[src/rtl/ram2video_pkg.sv]
// Shared constants and types for the line-buffer read side (ram2video).
// Timing defaults, FSM state encoding and address widths shared with the capture side.
package ram2video_pkg;

  localparam int H_ACTIVE_DEF = 640;
  localparam int H_FP_DEF     = 16;
  localparam int H_SYNC_DEF   = 96;
  localparam int H_BP_DEF     = 48;
  localparam int V_ACTIVE_DEF = 480;
  localparam int V_FP_DEF     = 10;
  localparam int V_SYNC_DEF   = 2;
  localparam int V_BP_DEF     = 33;

  localparam int CNT_W  = 12;
  localparam int ADDR_W = 15;
  localparam int LINE_W = 2;
  localparam int COL_W  = 10;
  localparam int RGB_W  = 24;

  localparam int BAR_WIDTH = 80;

  typedef logic [CNT_W-1:0] cnt_t;

  typedef logic [0:0] state_t;
  localparam state_t ST_IDLE = 1'b0;
  localparam state_t ST_RUN  = 1'b1;

  // Eight vertical bars, left to right: white, yellow, cyan, green, magenta, red, blue, black.
  function automatic logic [RGB_W-1:0] bar_colour(input logic [2:0] idx);
    logic [RGB_W-1:0] c;
    case (idx)
      3'd0:    c = 24'hFFFFFF;
      3'd1:    c = 24'hFFFF00;
      3'd2:    c = 24'h00FFFF;
      3'd3:    c = 24'h00FF00;
      3'd4:    c = 24'hFF00FF;
      3'd5:    c = 24'hFF0000;
      3'd6:    c = 24'h0000FF;
      default: c = 24'h000000;
    endcase
    return c;
  endfunction

endpackage

[src/rtl/ram2video_timing.sv]
// Raster generator for ram2video: IDLE/RUN FSM, X/Y counters and undelayed sync/de decode.
module ram2video_timing
  import ram2video_pkg::*;
#(
  parameter int H_ACTIVE = H_ACTIVE_DEF,
  parameter int H_FP     = H_FP_DEF,
  parameter int H_SYNC   = H_SYNC_DEF,
  parameter int H_BP     = H_BP_DEF,
  parameter int V_ACTIVE = V_ACTIVE_DEF,
  parameter int V_FP     = V_FP_DEF,
  parameter int V_SYNC   = V_SYNC_DEF,
  parameter int V_BP     = V_BP_DEF
) (
  input  logic clock,
  input  logic reset,
  input  logic starttrigger,
  output cnt_t x,
  output cnt_t y,
  output logic active,
  output logic hsync_n,
  output logic vsync_n,
  output logic locked
);

  localparam cnt_t X_LAST   = cnt_t'(H_ACTIVE + H_FP + H_SYNC + H_BP - 1);
  localparam cnt_t Y_LAST   = cnt_t'(V_ACTIVE + V_FP + V_SYNC + V_BP - 1);
  localparam cnt_t X_ACT    = cnt_t'(H_ACTIVE);
  localparam cnt_t Y_ACT    = cnt_t'(V_ACTIVE);
  localparam cnt_t HS_START = cnt_t'(H_ACTIVE + H_FP);
  localparam cnt_t HS_END   = cnt_t'(H_ACTIVE + H_FP + H_SYNC);
  localparam cnt_t VS_START = cnt_t'(V_ACTIVE + V_FP);
  localparam cnt_t VS_END   = cnt_t'(V_ACTIVE + V_FP + V_SYNC);

  state_t state_q, state_d;
  cnt_t   x_q, x_d, y_q, y_d;
  logic   run;

  // Counters sit at 0,0 while idle so the first RUN cycle is pixel 0 of line 0.
  always_comb begin
    state_d = state_q;
    x_d     = x_q;
    y_d     = y_q;
    if (state_q == ST_IDLE) begin
      x_d = '0;
      y_d = '0;
      if (starttrigger) state_d = ST_RUN;
    end else if (x_q == X_LAST) begin
      x_d = '0;
      y_d = (y_q == Y_LAST) ? '0 : y_q + cnt_t'(1);
    end else begin
      x_d = x_q + cnt_t'(1);
    end
  end

  always_ff @(posedge clock) begin
    if (reset) begin
      state_q <= ST_IDLE;
      x_q     <= '0;
      y_q     <= '0;
    end else begin
      state_q <= state_d;
      x_q     <= x_d;
      y_q     <= y_d;
    end
  end

  assign run     = (state_q == ST_RUN);
  assign x       = x_q;
  assign y       = y_q;
  assign active  = run && (x_q < X_ACT) && (y_q < Y_ACT);
  assign hsync_n = !(run && (x_q >= HS_START) && (x_q < HS_END));
  assign vsync_n = !(run && (y_q >= VS_START) && (y_q < VS_END));
  assign locked  = run;

endmodule

[src/rtl/ram2video.sv]
// Line-buffer read side: raster-driven RAM addressing, RAM-latency-matched sync/de pipeline, pixel output.
// Optional colour bars are built only when RAM2VIDEO_TESTPATTERN_EN is defined.
module ram2video
  import ram2video_pkg::*;
#(
  parameter int H_ACTIVE    = H_ACTIVE_DEF,
  parameter int H_FP        = H_FP_DEF,
  parameter int H_SYNC      = H_SYNC_DEF,
  parameter int H_BP        = H_BP_DEF,
  parameter int V_ACTIVE    = V_ACTIVE_DEF,
  parameter int V_FP        = V_FP_DEF,
  parameter int V_SYNC      = V_SYNC_DEF,
  parameter int V_BP        = V_BP_DEF,
  parameter int RAM_LATENCY = 2
) (
  input  logic              clock,
  input  logic              reset,
  input  logic              starttrigger,
  input  logic              line_doubler,
  input  logic              test_pattern,
  input  logic [RGB_W-1:0]  rddata,
  output logic [ADDR_W-1:0] rdaddr,
  output logic              rdclock,
  output logic [7:0]        R,
  output logic [7:0]        G,
  output logic [7:0]        B,
  output logic              hsync,
  output logic              vsync,
  output logic              de,
  output logic              locked
);

  // Stage k of the pipeline lines up with the RAM output k cycles after rdaddr.
  localparam int PIPE = RAM_LATENCY + 1;

  cnt_t x, y;
  logic cnt_active, cnt_hsync_n, cnt_vsync_n;

  ram2video_timing #(
    .H_ACTIVE (H_ACTIVE),
    .H_FP     (H_FP),
    .H_SYNC   (H_SYNC),
    .H_BP     (H_BP),
    .V_ACTIVE (V_ACTIVE),
    .V_FP     (V_FP),
    .V_SYNC   (V_SYNC),
    .V_BP     (V_BP)
  ) u_timing (
    .clock        (clock),
    .reset        (reset),
    .starttrigger (starttrigger),
    .x            (x),
    .y            (y),
    .active       (cnt_active),
    .hsync_n      (cnt_hsync_n),
    .vsync_n      (cnt_vsync_n),
    .locked       (locked)
  );

  logic                ld_q, ld_d;
  logic [LINE_W-1:0]   line_idx;
  logic [ADDR_W-1:0]   rdaddr_q, rdaddr_d;
  logic [PIPE-1:0]     de_pipe_q, de_pipe_d;
  logic [PIPE-1:0]     hs_pipe_q, hs_pipe_d;
  logic [PIPE-1:0]     vs_pipe_q, vs_pipe_d;
  logic [RGB_W-1:0]    pixel;
  logic [RGB_W-1:0]    rgb_q, rgb_d;
  logic                de_q, de_d, hs_q, hs_d, vs_q, vs_d;

  // Doubler mode only changes at frame start so a frame never mixes line mappings.
  always_comb begin
    ld_d      = ((x == '0) && (y == '0)) ? line_doubler : ld_q;
    line_idx  = ld_q ? y[LINE_W:1] : y[LINE_W-1:0];
    rdaddr_d  = '0;
    if (cnt_active) rdaddr_d = {{(ADDR_W-LINE_W-COL_W){1'b0}}, line_idx, x[COL_W-1:0]};
    de_pipe_d = {de_pipe_q[PIPE-2:0], cnt_active};
    hs_pipe_d = {hs_pipe_q[PIPE-2:0], cnt_hsync_n};
    vs_pipe_d = {vs_pipe_q[PIPE-2:0], cnt_vsync_n};
  end

`ifdef RAM2VIDEO_TESTPATTERN_EN
  logic [2:0] bar_idx;
  logic [2:0] bar_pipe_q [PIPE];
  logic [2:0] bar_pipe_d [PIPE];

  always_comb begin
    bar_idx       = 3'(x[COL_W-1:0] / COL_W'(BAR_WIDTH));
    bar_pipe_d[0] = bar_idx;
    for (int i = 1; i < PIPE; i++) bar_pipe_d[i] = bar_pipe_q[i-1];
    pixel = test_pattern ? bar_colour(bar_pipe_q[PIPE-1]) : rddata;
  end

  always_ff @(posedge clock) begin
    if (reset) begin
      for (int i = 0; i < PIPE; i++) bar_pipe_q[i] <= '0;
    end else begin
      bar_pipe_q <= bar_pipe_d;
    end
  end
`else
  logic unused_test_pattern;
  assign unused_test_pattern = test_pattern;
  assign pixel = rddata;
`endif

  always_comb begin
    de_d  = de_pipe_q[PIPE-1];
    hs_d  = hs_pipe_q[PIPE-1];
    vs_d  = vs_pipe_q[PIPE-1];
    rgb_d = de_pipe_q[PIPE-1] ? pixel : '0;
  end

  // Reset flushes the whole pipeline so no stale pixels leak out after a restart.
  always_ff @(posedge clock) begin
    if (reset) begin
      ld_q      <= 1'b0;
      rdaddr_q  <= '0;
      de_pipe_q <= '0;
      hs_pipe_q <= '1;
      vs_pipe_q <= '1;
      rgb_q     <= '0;
      de_q      <= 1'b0;
      hs_q      <= 1'b1;
      vs_q      <= 1'b1;
    end else begin
      ld_q      <= ld_d;
      rdaddr_q  <= rdaddr_d;
      de_pipe_q <= de_pipe_d;
      hs_pipe_q <= hs_pipe_d;
      vs_pipe_q <= vs_pipe_d;
      rgb_q     <= rgb_d;
      de_q      <= de_d;
      hs_q      <= hs_d;
      vs_q      <= vs_d;
    end
  end

  assign rdaddr    = rdaddr_q;
  assign rdclock   = clock;
  assign {R, G, B} = rgb_q;
  assign de        = de_q;
  assign hsync     = hs_q;
  assign vsync     = vs_q;

endmodule

[config.mk]
export PLATFORM = sky130hd
export DESIGN_NAME = ram2video
export DESIGN_NICKNAME = d
export VERILOG_FILES = /design/src/rtl/ram2video_pkg.sv /design/src/rtl/ram2video_timing.sv /design/src/rtl/ram2video.sv
export SDC_FILE = /design/constraint.sdc
export NUM_CORES = 1
export LEC_CHECK = 0
export BUFFER_PORTS_ARGS = -buffer_cell sky130_fd_sc_hd__buf_2
export CAP_MARGIN = 20
export CORE_MARGIN = 1
export CORE_UTILIZATION = 46
export CTS_CLUSTER_DIAMETER = 200
export CTS_CLUSTER_SIZE = 20
export DETAILED_ROUTE_END_ITERATION = 12
export PLACE_DENSITY = 0.86
export SLEW_MARGIN = 15
export SYNTH_ARGS = -nofsm -noshare
export SYNTH_HDL_FRONTEND = slang
export SYNTH_SLANG_ARGS = --single-unit
[constraint.sdc]
create_clock -name clock -period 2.2 [get_ports clock]
set_input_delay 0.22 -clock clock [delete_from_list [all_inputs] [get_ports clock]]
set_output_delay 0.22 -clock clock [all_outputs]
set_load 0.01 [all_outputs]
==> results.py, run 1 <==
metrics = {
    "status": {
        "outcome": "finished clean",
    },
    "setup_path": {
        "worstPathRequired_ns": 2.57,
        "crit_fanout": 17,
        "critPathKind": "reg2reg",
        "crit-reg2reg-launch": "u_timing.x[5]$_SDFF_PP0_",
        "crit_start": "u_timing.x[5]$_SDFF_PP0_",
        "r2r_cells": 5,
        "timing.rr.end": "u_timing.y[11]$_SDFFE_PP0N_",
        "r2r_slack_ns": 0.06,
        "end_kind": "flip-flop",
        "start_kind": "flip-flop",
        "arrival_ns": 2.51,
    },
    "clocking": {
        "insertion_delay_ns": 0.44,
        "clk_pin_slew_ns": 0.07,
        "post_cts_buffers": 0,
        "cts_tree": "built",
    },
    "pwr": {
        "p_per_area_nw_per_um2": 750,
        "p_total_uw": 2690,
        "power_leakage_uw": 0.00155,
        "ir_drop_mv": 0.460,
    },
    "run": {
        "drv_cap": 0,
    },
    "timing": {
        "hold_violations": 0,
        "tightest_slew_ns": 0.687,
        "finalMaxSlewViolations": 0,
        "period_needed_ns": 2.14,
        "setup_viol": 0,
        "tns_ns": 0,
        "finalCritPeriodShare_pct": 97.3,
        "layout_setup_ws_ns": 0.0592,
        "rsz0062_at_grt": "no",
        "relSlewSlack_pct": 54.0,
        "finClkSkew_ns": 0.0111,
        "timing.fmax_mhz": 467,
    },
    "floorplan": {
        "chipHeight_um": 78.1,
        "core_area_um2": 5540,
        "die_area_um2": 6090,
        "num_rows": 27,
        "start_util_pct": 48.0,
        "fp.dieW_um": 78.1,
        "io_pins": 73,
    },
    "logic_synthesis": {
        "synth_top_area_share_pct": 55.7,
        "synth-async-reset-ratio_pct": 0,
        "synth.distinct_cells": 38,
        "synth.avg_cell_area_um2": 9.97,
        "syn-instance-count": 267,
        "synth_area_leader_cell": "dfxtp_1",
        "yosys_warnings": 0,
        "syn_area_um2": 2660,
        "yosys-top-cells-area": "dfxtp_1 (56%), and2_1 (8.2%), nand4_1 (3.1%), nor2_1 (2.8%), xor2_1 (2.3%)",
        "ys.flop_type": "dfxtp_1",
        "seq_area_frac_synth_pct": 55.7,
        "ys_ff_latch": 74,
        "synth-edff-count": 0,
    },
    "drt": {
        "drtIter0Drc": 161,
        "dr.pass1.iters": 6,
        "drc": 0,
        "num_vias": 2293,
        "routed_via_density": 5.16,
        "totalWireLength_um": 6880,
        "wl_per_cell_um": 15.5,
        "ant_nets": 0,
    },
    "global_route": {
        "antenna_found_initial": 0,
        "grt.total_usage_pct": 23.6,
        "grt_first_pass_wirelength_um": 10800,
        "overflow": 0,
        "grt_max_degree": 26,
        "first_global_vias": 2307,
    },
    "worst_hold_path": {
        "hp-start": "starttrigger",
        "worstHoldPathType": "in2reg",
        "min_to": "u_timing.locked$_SDFF_PP0_",
        "hold_depth": 3,
    },
    "placement": {
        "portBuffers": 68,
        "gp_congestion": 0.844,
        "pre_cts_ws_ns": 0.0377,
        "dp_hpwl_um": 3680,
        "placed_cell_area_um2": 3110,
    },
    "layout": {
        "final_common_cell": "dfxtp_1",
        "utilization_pct": 64.6,
        "most-common-layout-cells": "dfxtp_1 (73), buf_2 (68), and2_1 (35)",
        "num_antenna_cells": 0,
        "final_area_um2": 3580,
        "fin_nets": 401,
        "final_layout_size_suffix_gt1_share_pct": 31.7,
        "areaGrowthSynthToFinish_pct": 34.6,
    },
}
through the flow:
stage	std cells	hold WS, ns
floorplan	269	0.312
global placement	405	0.321
detailed placement	405	0.321
CTS	444	0.00121
global route	444	0.00638
finish	444	0.0115
worst max path at each step:
stage	to	slack [ns]	depth (start not counted)
after floorplan	u_timing.y[11]$_SDFFE_PP0N_	0.11	6
after global placement	u_timing.y[11]$_SDFFE_PP0N_	0.11	6
after detailed placement	u_timing.y[11]$_SDFFE_PP0N_	0.04	5
after CTS	u_timing.y[11]$_SDFFE_PP0N_	0.02	5
after global routing	u_timing.y[11]$_SDFFE_PP0N_	0.0007	5
final	u_timing.y[11]$_SDFFE_PP0N_	0.06	5
critical path, stage by stage, from the launching register on:
cell and delay [ns]:
dfxtp_1 0.31, or3_1 0.39, or4_1 0.53, buf_6 0.17, or4_4 0.51, a21oi_2 0.16
kinds of logic after synthesis:
family                   Yosys count  share of synthesized area, %
adder cells (fa/ha/maj)            4                          1.88
XOR/XNOR                          12                          3.95
AND/OR/NAND/NOR                  126                          28.4
AO/OA/AOI/OAI                     21                          4.14
flip-flops                        74                          55.7
multiplexers                       3                          1.13
other                              1                         0.141
buffers and inverters             26                          4.75
registers in the layout, summed over array words and instances (netlist names):
signal and cells:
de 1, ld_q 1, hs_pipe_q 3, u_timing.locked 1, rgb_q 24, vsync 1, rdaddr 12, u_timing.x 12
hsync 1, de_pipe_q 3, u_timing.y 12, vs_pipe_q 3
power by group:
part | total [uW] | internal, uW | leakage [uW] | switching (uW)
combinational | 108 | 60.3 | 0.000821 | 47.5
sequential | 1350 | 1350 | 0.000598 | 5.21
clock | 1220 | 707 | 0.000127 | 517
total | 2690 | 2120 | 0.00155 | 570
layer usage:
layer | global-route usage, % | wire, um | vias up
met5 | 0 | 0 | -
met4 | 15.9 | 247 | 0
met3 | 5.93 | 499 | 20
met2 | 41.8 | 3540 | 125
met1 | 24.4 | 2600 | 1056
li1 | - | - | 1092
Yosys cell counts (3+ instances only):
master / instances
clkbuf_1: 9
or2_2: 6
and2_1: 35
clkbuf_2: 3
nor3_1: 4
mux2i_1: 3
ha_1: 4
or4_1: 3
xor2_1: 7
or3_1: 5
xnor2_1: 5
nand4_1: 13
inv_1: 7
o21ai_0: 9
a21oi_1: 10
nor2_1: 20
buf_4: 4
nand2_1: 3
or3_2: 5
dfxtp_1: 74
nor2b_1: 6
nor4_1: 3
nand3_1: 8
repair_timing:
| action | CTS | global route |
|---|---|---|
| setup endpoints to repair | 0 | 8 |
| resized for setup | 0 | 4 |
| hold buffers | 21 | 0 |
| hold endpoints to repair | 21 | 0 |
final cells by class:
cell class | count | area (um2)
clock buffers | 15 | 198
clock inverters | 4 | 51.3
multi-input cells | 169 | 1070
inverters | 7 | 26.3
flip-flops and latches | 74 | 1480
repair buffers | 103 | 662
fillers | 379 | 1960
well taps | 72 | 90.1
Power figures use the tool's default switching activity.
==> run 2: changes to the inputs <==
--- a/config.mk
+++ b/config.mk
@@ -16,4 +16,5 @@
 export SLEW_MARGIN = 15
 export SYNTH_ARGS = -nofsm -noshare
 export SYNTH_HDL_FRONTEND = slang
+export SYNTH_HIERARCHICAL = 1
 export SYNTH_SLANG_ARGS = --single-unit
==> run 2 against run 1 <==
Sequential power hardly changed. Cell count grew 0.23%. Routed wire length down 3.2%. Clock power is 9.8% higher. Synthesized area up 2.6%. Utilization up 0.38 points. Via count decreased by 0.31%. Synthesized cell count unchanged. Global-route usage shrank 1.0 points. Clock skew is 0.00068 ns higher. Non-clock buffer count fell by 9.
==> results.py, run 2 <==
metrics = {
    "status": {
        "outcome": "finished clean",
    },
    "layout": {
        "top_register": "rgb_q",
        "areaGrowthSynthToFinish_pct": 33.5,
        "fin_nets": 401,
        "most-common-layout-cells": "dfxtp_1 (74), buf_2 (68), and2_1 (36)",
        "num_antenna_cells": 0,
        "final_common_cell": "dfxtp_1",
        "largest_reg_flops": 24,
        "final_layout_size_suffix_gt1_share_pct": 29.5,
    },
    "floorplan": {
        "chipHeight_um": 79.1,
        "fp.dieW_um": 79.1,
        "io_pins": 73,
        "die_area_um2": 6250,
        "start_util_pct": 48.7,
        "num_rows": 27,
        "core_area_um2": 5610,
    },
    "logic_synthesis": {
        "yosys_warnings": 6,
        "seq_area_frac_synth_pct": 54.2,
        "synth_top_area_share_pct": 54.2,
        "synth_area_leader_cell": "dfxtp_1",
        "syn_area_um2": 2730,
        "synth.most_common_cell": "dfxtp_1",
        "ys_ff_latch": 74,
        "ys.flop_type": "dfxtp_1",
        "yosys-top-cells-area": "dfxtp_1 (54%), and2_1 (8.2%), xor2_1 (3.2%), nand4_1 (2.5%), nor2_1 (2.5%)",
        "synth.top_cells.by_count": "dfxtp_1 (74), and2_1 (36), nor2_1 (18)",
        "synth-edff-count": 0,
        "synth-async-reset-ratio_pct": 0,
        "synth.avg_cell_area_um2": 10.2,
        "synth.distinct_cells": 42,
        "syn-instance-count": 267,
    },
    "global_route": {
        "first_global_vias": 2275,
        "antenna_found_initial": 0,
        "grt_first_pass_wirelength_um": 10500,
        "overflow": 0,
        "grt_max_degree": 26,
        "grt.total_usage_pct": 22.5,
    },
    "placement": {
        "pre_cts_ws_ns": 0.298,
        "portBuffers": 68,
        "gp_congestion": 0.845,
        "dp_hpwl_um": 3780,
    },
    "setup_path": {
        "critPathMaxStageDelay_ns": 0.46,
        "arrival_ns": 2.30,
        "worstPathRequired_ns": 2.52,
        "critPathKind": "reg2reg",
        "crit_fanout": 10,
        "r2r_slack_ns": 0.23,
        "slowest_stage": "dfxtp_1",
        "path_cells": "ha_1 > and4_1 > nand3_1 > o21ai_2 > buf_4 > a21oi_1",
        "end_kind": "flip-flop",
        "start_kind": "flip-flop",
        "r2r_cells": 6,
    },
    "timing": {
        "timing.fmax_mhz": 507,
        "hold_violations": 0,
        "tns_ns": 0,
        "layout_setup_ws_ns": 0.226,
        "rsz0062_at_grt": "no",
        "tightest_slew_ns": 0.729,
        "finalMaxSlewViolations": 0,
        "finalCritPeriodShare_pct": 89.7,
        "period_needed_ns": 1.97,
        "finClkSkew_ns": 0.0118,
        "relSlewSlack_pct": 51.1,
        "setup_viol": 0,
    },
    "drt": {
        "dr.pass1.iters": 4,
        "wl_per_cell_um": 15.0,
        "totalWireLength_um": 6660,
        "drtIter0Drc": 69,
        "drc": 0,
        "routed_via_density": 5.14,
        "num_vias": 2286,
        "ant_nets": 0,
    },
    "clocking": {
        "insertion_delay_ns": 0.45,
        "cts_resized": 0,
        "clk_pin_slew_ns": 0.08,
        "post_cts_buffers": 0,
        "cts_tree": "built",
        "cts_hold_buf": 25,
    },
    "pwr": {
        "p_int_uw": 2190,
        "power_frac_seq_pct": 48.4,
        "switching_share_pct": 22.1,
        "p_per_area_nw_per_um2": 769,
        "power_leakage_uw": 0.00158,
        "ir_drop_mv": 0.413,
        "power.switching_uw": 619,
        "clock_power_share_pct": 47.9,
        "combPwrFrac_pct": 3.8,
    },
    "worst_hold_path": {
        "hold_depth": 3,
        "worstHoldPathType": "in2reg",
    },
    "run": {
        "drv_cap": 0,
    },
}
==> run 2: cell count changes after synthesis, moves of 4 or more <==
| cell | delta |
|---|---|
| nor3_1 | -4 |
| nand2_1 | +8 |
| or3_2 | -4 |
| clkbuf_1 | -6 |
==> run 2: power by group through the flow <==
stage               clock (uW)  sequential (uW)  combinational, uW
CTS                       1360             1360                101
finish                    1340             1360                105
floorplan                 37.5             1390               31.5
global placement          27.5             1390               64.7
detailed placement        27.5             1390               66.3
global route              1440             1360                114
==> run 2: worst max-delay path: cells and delay by family, from the launching register on <==
family	cells	cell delay (ns)
AOI/OAI and AO/OA	2	0.26
adders and majority gates	1	0.25
and+or+nand+nor	2	0.68
buffers and inverters	1	0.19
DFF	1	0.46
==> run 2: final cells by class <==
cell class | instances | area (um2)
Clock buffer | 13 | 170
Clock inverter | 7 | 100
Fill cell | 422 | 1960
Inverter | 7 | 26.3
Multi-Input combinational cell | 178 | 1180
Sequential cell | 74 | 1480
Tap cell | 72 | 90.1
Timing Repair Buffer | 94 | 601
==> run 2: cells by family after synthesis <==
kind of cell               Yosys count  synth area share, %
other                                1                0.137
adders and majority gates            4                 1.83
DFF                                 74                 54.2
AOI/OAI and AO/OA                   23                 4.90
and+or+nand+nor                    134                 31.3
muxes                                2                0.733
xor gates and xnor gates            12                 3.85
buffers and inverters               17                 3.02
==> run 2: through the flow <==
step	area (um2)	total power, uW	util [%]	instances	hold WS, ns
after floorplan	2740	1460	-	269	0.292
after CTS	3640	2810	65.0	445	0.0376
final	3650	2800	65.0	445	0.0649
after detailed placement	3130	1480	55.8	401	0.321
after global routing	3650	2910	65.0	445	0.0884
after global placement	3130	1480	55.8	401	0.321
==> run 2: path summary, 6_finish.rpt <==
path | from | end
max | u_timing/x[0]$_SDFF_PP0_ | u_timing/y[7]$_SDFFE_PP0N_
min | line_doubler | ld_q$_SDFFE_PP0P_
max reg2reg | u_timing/x[0]$_SDFF_PP0_ | u_timing/y[7]$_SDFFE_PP0N_
min reg2reg | vs_pipe_q[0]$_SDFF_PP1_ | vs_pipe_q[1]$_SDFF_PP1_
==> run 2: layer usage <==
layer / up-vias / track usage, % / share of wire, %
li1: 1110 / - / -
met1: 1049 / 25.4 / 43
met2: 110 / 36.4 / 46
met3: 17 / 6.32 / 8.0
met4: 0 / 16.4 / 3.0
met5: - / 0 / 0
==> run 3: changes to the inputs <==
--- a/config.mk
+++ b/config.mk
@@ -8,11 +8,11 @@
 export BUFFER_PORTS_ARGS = -buffer_cell sky130_fd_sc_hd__buf_2
 export CAP_MARGIN = 20
 export CORE_MARGIN = 1
-export CORE_UTILIZATION = 46
+export CORE_UTILIZATION = 38
 export CTS_CLUSTER_DIAMETER = 200
 export CTS_CLUSTER_SIZE = 20
 export DETAILED_ROUTE_END_ITERATION = 12
-export PLACE_DENSITY = 0.86
+export PLACE_DENSITY = 0.75
 export SLEW_MARGIN = 15
 export SYNTH_ARGS = -nofsm -noshare
 export SYNTH_HDL_FRONTEND = slang
==> constraint.sdc (replaced) <==
create_clock -name clock -period 1.6 [get_ports clock]
set_input_delay 0.16 -clock clock [delete_from_list [all_inputs] [get_ports clock]]
set_output_delay 0.16 -clock clock [all_outputs]
set_load 0.01 [all_outputs]
==> run 3 against run 2 <==
The flow now finishes with violations (setup timing). Highest routed layer unchanged. Maximum frequency up 22%. Register-to-register slack worse by 0.24 ns. Critical path depth down 1. Sequential share of layout area down 3.3 points. Sequential power up 37%. Final area up 9.2%.
==> results.py, run 3 (synthesis gave the netlist of run 2 again) <==
metrics = {
    "drt": {
        "drc": 0,
        "drtIter0Drc": 114,
        "totalWireLength_um": 6720,
        "ant_nets": 0,
        "wl_per_cell_um": 13.4,
        "routed_via_density": 4.71,
        "num_vias": 2359,
        "dr.pass1.iters": 4,
    },
    "timing": {
        "timing.fmax_mhz": 620,
        "rsz0062_at_grt": "yes",
        "finalCritPeriodShare_pct": 101,
        "finalMaxSlewViolations": 0,
        "finClkSkew_ns": 0.00884,
        "hold_violations": 0,
        "setup_viol": 2,
        "relSlewSlack_pct": 51.7,
        "layout_setup_ws_ns": -0.0125,
        "tns_ns": -0.0149,
        "period_needed_ns": 1.61,
        "tightest_slew_ns": 0.722,
    },
    "worst_hold_path": {
        "min_to": "de$_SDFF_PP0_",
        "hp-start": "reset",
        "hold_depth": 2,
        "worstHoldPathType": "in2reg",
    },
    "setup_path": {
        "path_cells": "nor4b_4 > buf_4 > nand4_1 > or3_1 > a21oi_1",
        "path_buf_inv": 1,
        "r2r_slack_ns": -0.01,
        "crit_fanout": 5,
        "crit-reg2reg-launch": "u_timing/x[7]$_SDFF_PP0_",
        "cpLargestDelayFamily": "simple AND/OR/NAND/NOR gates",
        "worstPathRequired_ns": 1.98,
        "arrival_ns": 1.99,
        "end_kind": "flip-flop",
        "timing.rr.end": "u_timing/y[10]$_SDFFE_PP0N_",
        "slowest_stage": "or3_1",
        "critPathMaxStageDelay_ns": 0.38,
        "start_kind": "flip-flop",
        "critPathKind": "reg2reg",
        "r2r_cells": 5,
    },
    "floorplan": {
        "io_pins": 73,
        "core_area_um2": 6870,
        "num_rows": 30,
        "start_util_pct": 39.8,
        "fp.dieW_um": 86.8,
        "chipHeight_um": 86.8,
        "die_area_um2": 7530,
    },
    "global_route": {
        "grt_max_degree": 26,
        "grt.total_usage_pct": 18.2,
        "antenna_found_initial": 0,
        "overflow": 0,
        "first_global_vias": 2355,
        "grt_first_pass_wirelength_um": 10400,
    },
    "clocking": {
        "clk_pin_slew_ns": 0.08,
        "cts_tree": "built",
        "insertion_delay_ns": 0.45,
    },
    "layout": {
        "largest_reg_flops": 24,
        "final_common_cell": "dfxtp_1",
        "areaGrowthSynthToFinish_pct": 45.8,
        "top_register": "rgb_q",
        "num_antenna_cells": 0,
        "fin_nets": 433,
        "most-common-layout-cells": "dfxtp_1 (69), buf_2 (68), and2_1 (36)",
        "final_layout_size_suffix_gt1_share_pct": 38.3,
    },
    "pwr": {
        "ir_drop_mv": 0.382,
        "power_leakage_uw": 0.00174,
        "p_int_uw": 2940,
        "power.switching_uw": 817,
        "clock_power_share_pct": 45.8,
        "switching_share_pct": 21.7,
        "power_frac_seq_pct": 49.5,
        "p_per_area_nw_per_um2": 944,
        "p_total_uw": 3760,
        "combPwrFrac_pct": 4.6,
    },
    "status": {
        "violations": "setup timing",
        "outcome": "complete, but fails checks",
    },
    "placement": {
        "gp_congestion": 0.838,
        "dp_hpwl_um": 4080,
        "portBuffers": 68,
    },
    "run": {
        "drv_cap": 0,
    },
}
[run 3: how the worst max path moves through the flow]
| stage | startpoint | to | slack [ns] | depth (start not counted) |
|---|---|---|---|---|
| 2_1_floorplan | u_timing/x[1]$_SDFF_PP0_ | u_timing/y[11]$_SDFFE_PP0N_ | 0.02 | 6 |
| 3_3_place_gp | u_timing/y[1]$_SDFFE_PP0N_ | u_timing/y[10]$_SDFFE_PP0N_ | 0.006 | 5 |
| 3_5_place_dp | u_timing/y[1]$_SDFFE_PP0N_ | u_timing/y[8]$_SDFFE_PP0N_ | -0.01 | 5 |
| 4_1_cts | u_timing/x[7]$_SDFF_PP0_ | u_timing/y[8]$_SDFFE_PP0N_ | 0.007 | 5 |
| 5_1_grt | u_timing/x[7]$_SDFF_PP0_ | u_timing/y[10]$_SDFFE_PP0N_ | -0.08 | 5 |
| 6_report | u_timing/x[7]$_SDFF_PP0_ | u_timing/y[10]$_SDFFE_PP0N_ | -0.01 | 5 |
[run 3: area by class of cell]
class                   instances  area (um2)
multi-input cells             178        1230
repair buffers                125         852
repair inverters                1        5.00
fillers                       549        2890
clock buffers                  15         198
flip-flops and latches         74        1490
clock inverters                 5        61.3
inverters                       7        26.3
well taps                      96         120
[run 3: repair_timing]
item | 4_1_cts | 5_1_grt
endpoints found under the hold margin | 26 | 0
pin swaps | 3 | 6
cloned | 0 | 1
setup endpoints to repair | 8 | 26
hold buffers | 26 | 0
buffers inserted | 0 | 3
resized for setup | 3 | 14
[run 3: through the flow]
step | utilization, % | instances | setup WS [ns] | hold slack (ns) | instance area (um2)
after floorplan | - | 269 | 0.0218 | 0.232 | 2750
after global placement | 49.1 | 452 | 0.00643 | 0.261 | 3370
after detailed placement | 49.1 | 452 | -0.0119 | 0.261 | 3370
after CTS | 56.6 | 497 | 0.00666 | 0.0681 | 3890
after global routing | 58.0 | 501 | -0.0759 | 0.0352 | 3980
final | 58.0 | 501 | -0.0125 | 0.0368 | 3980
[run 3: layer usage]
| metal | wire length (um) | track usage, % | up-vias |
|---|---|---|---|
| li1 | - | - | 1173 |
| met5 | 0 | 0 | - |
| met3 | 465 | 5.71 | 7 |
| met2 | 3280 | 32.2 | 93 |
| met1 | 2890 | 19.6 | 1086 |
| met4 | 83 | 8.79 | 0 |
[run 3: power by group through the flow]
stage | clock (uW) | sequential (uW) | combinational (uW)
global placement | 37.8 | 1900 | 104
finish | 1720 | 1860 | 173
detailed placement | 37.8 | 1900 | 104
floorplan | 51.5 | 1910 | 44.3
CTS | 1750 | 1860 | 156
global route | 1840 | 1860 | 189
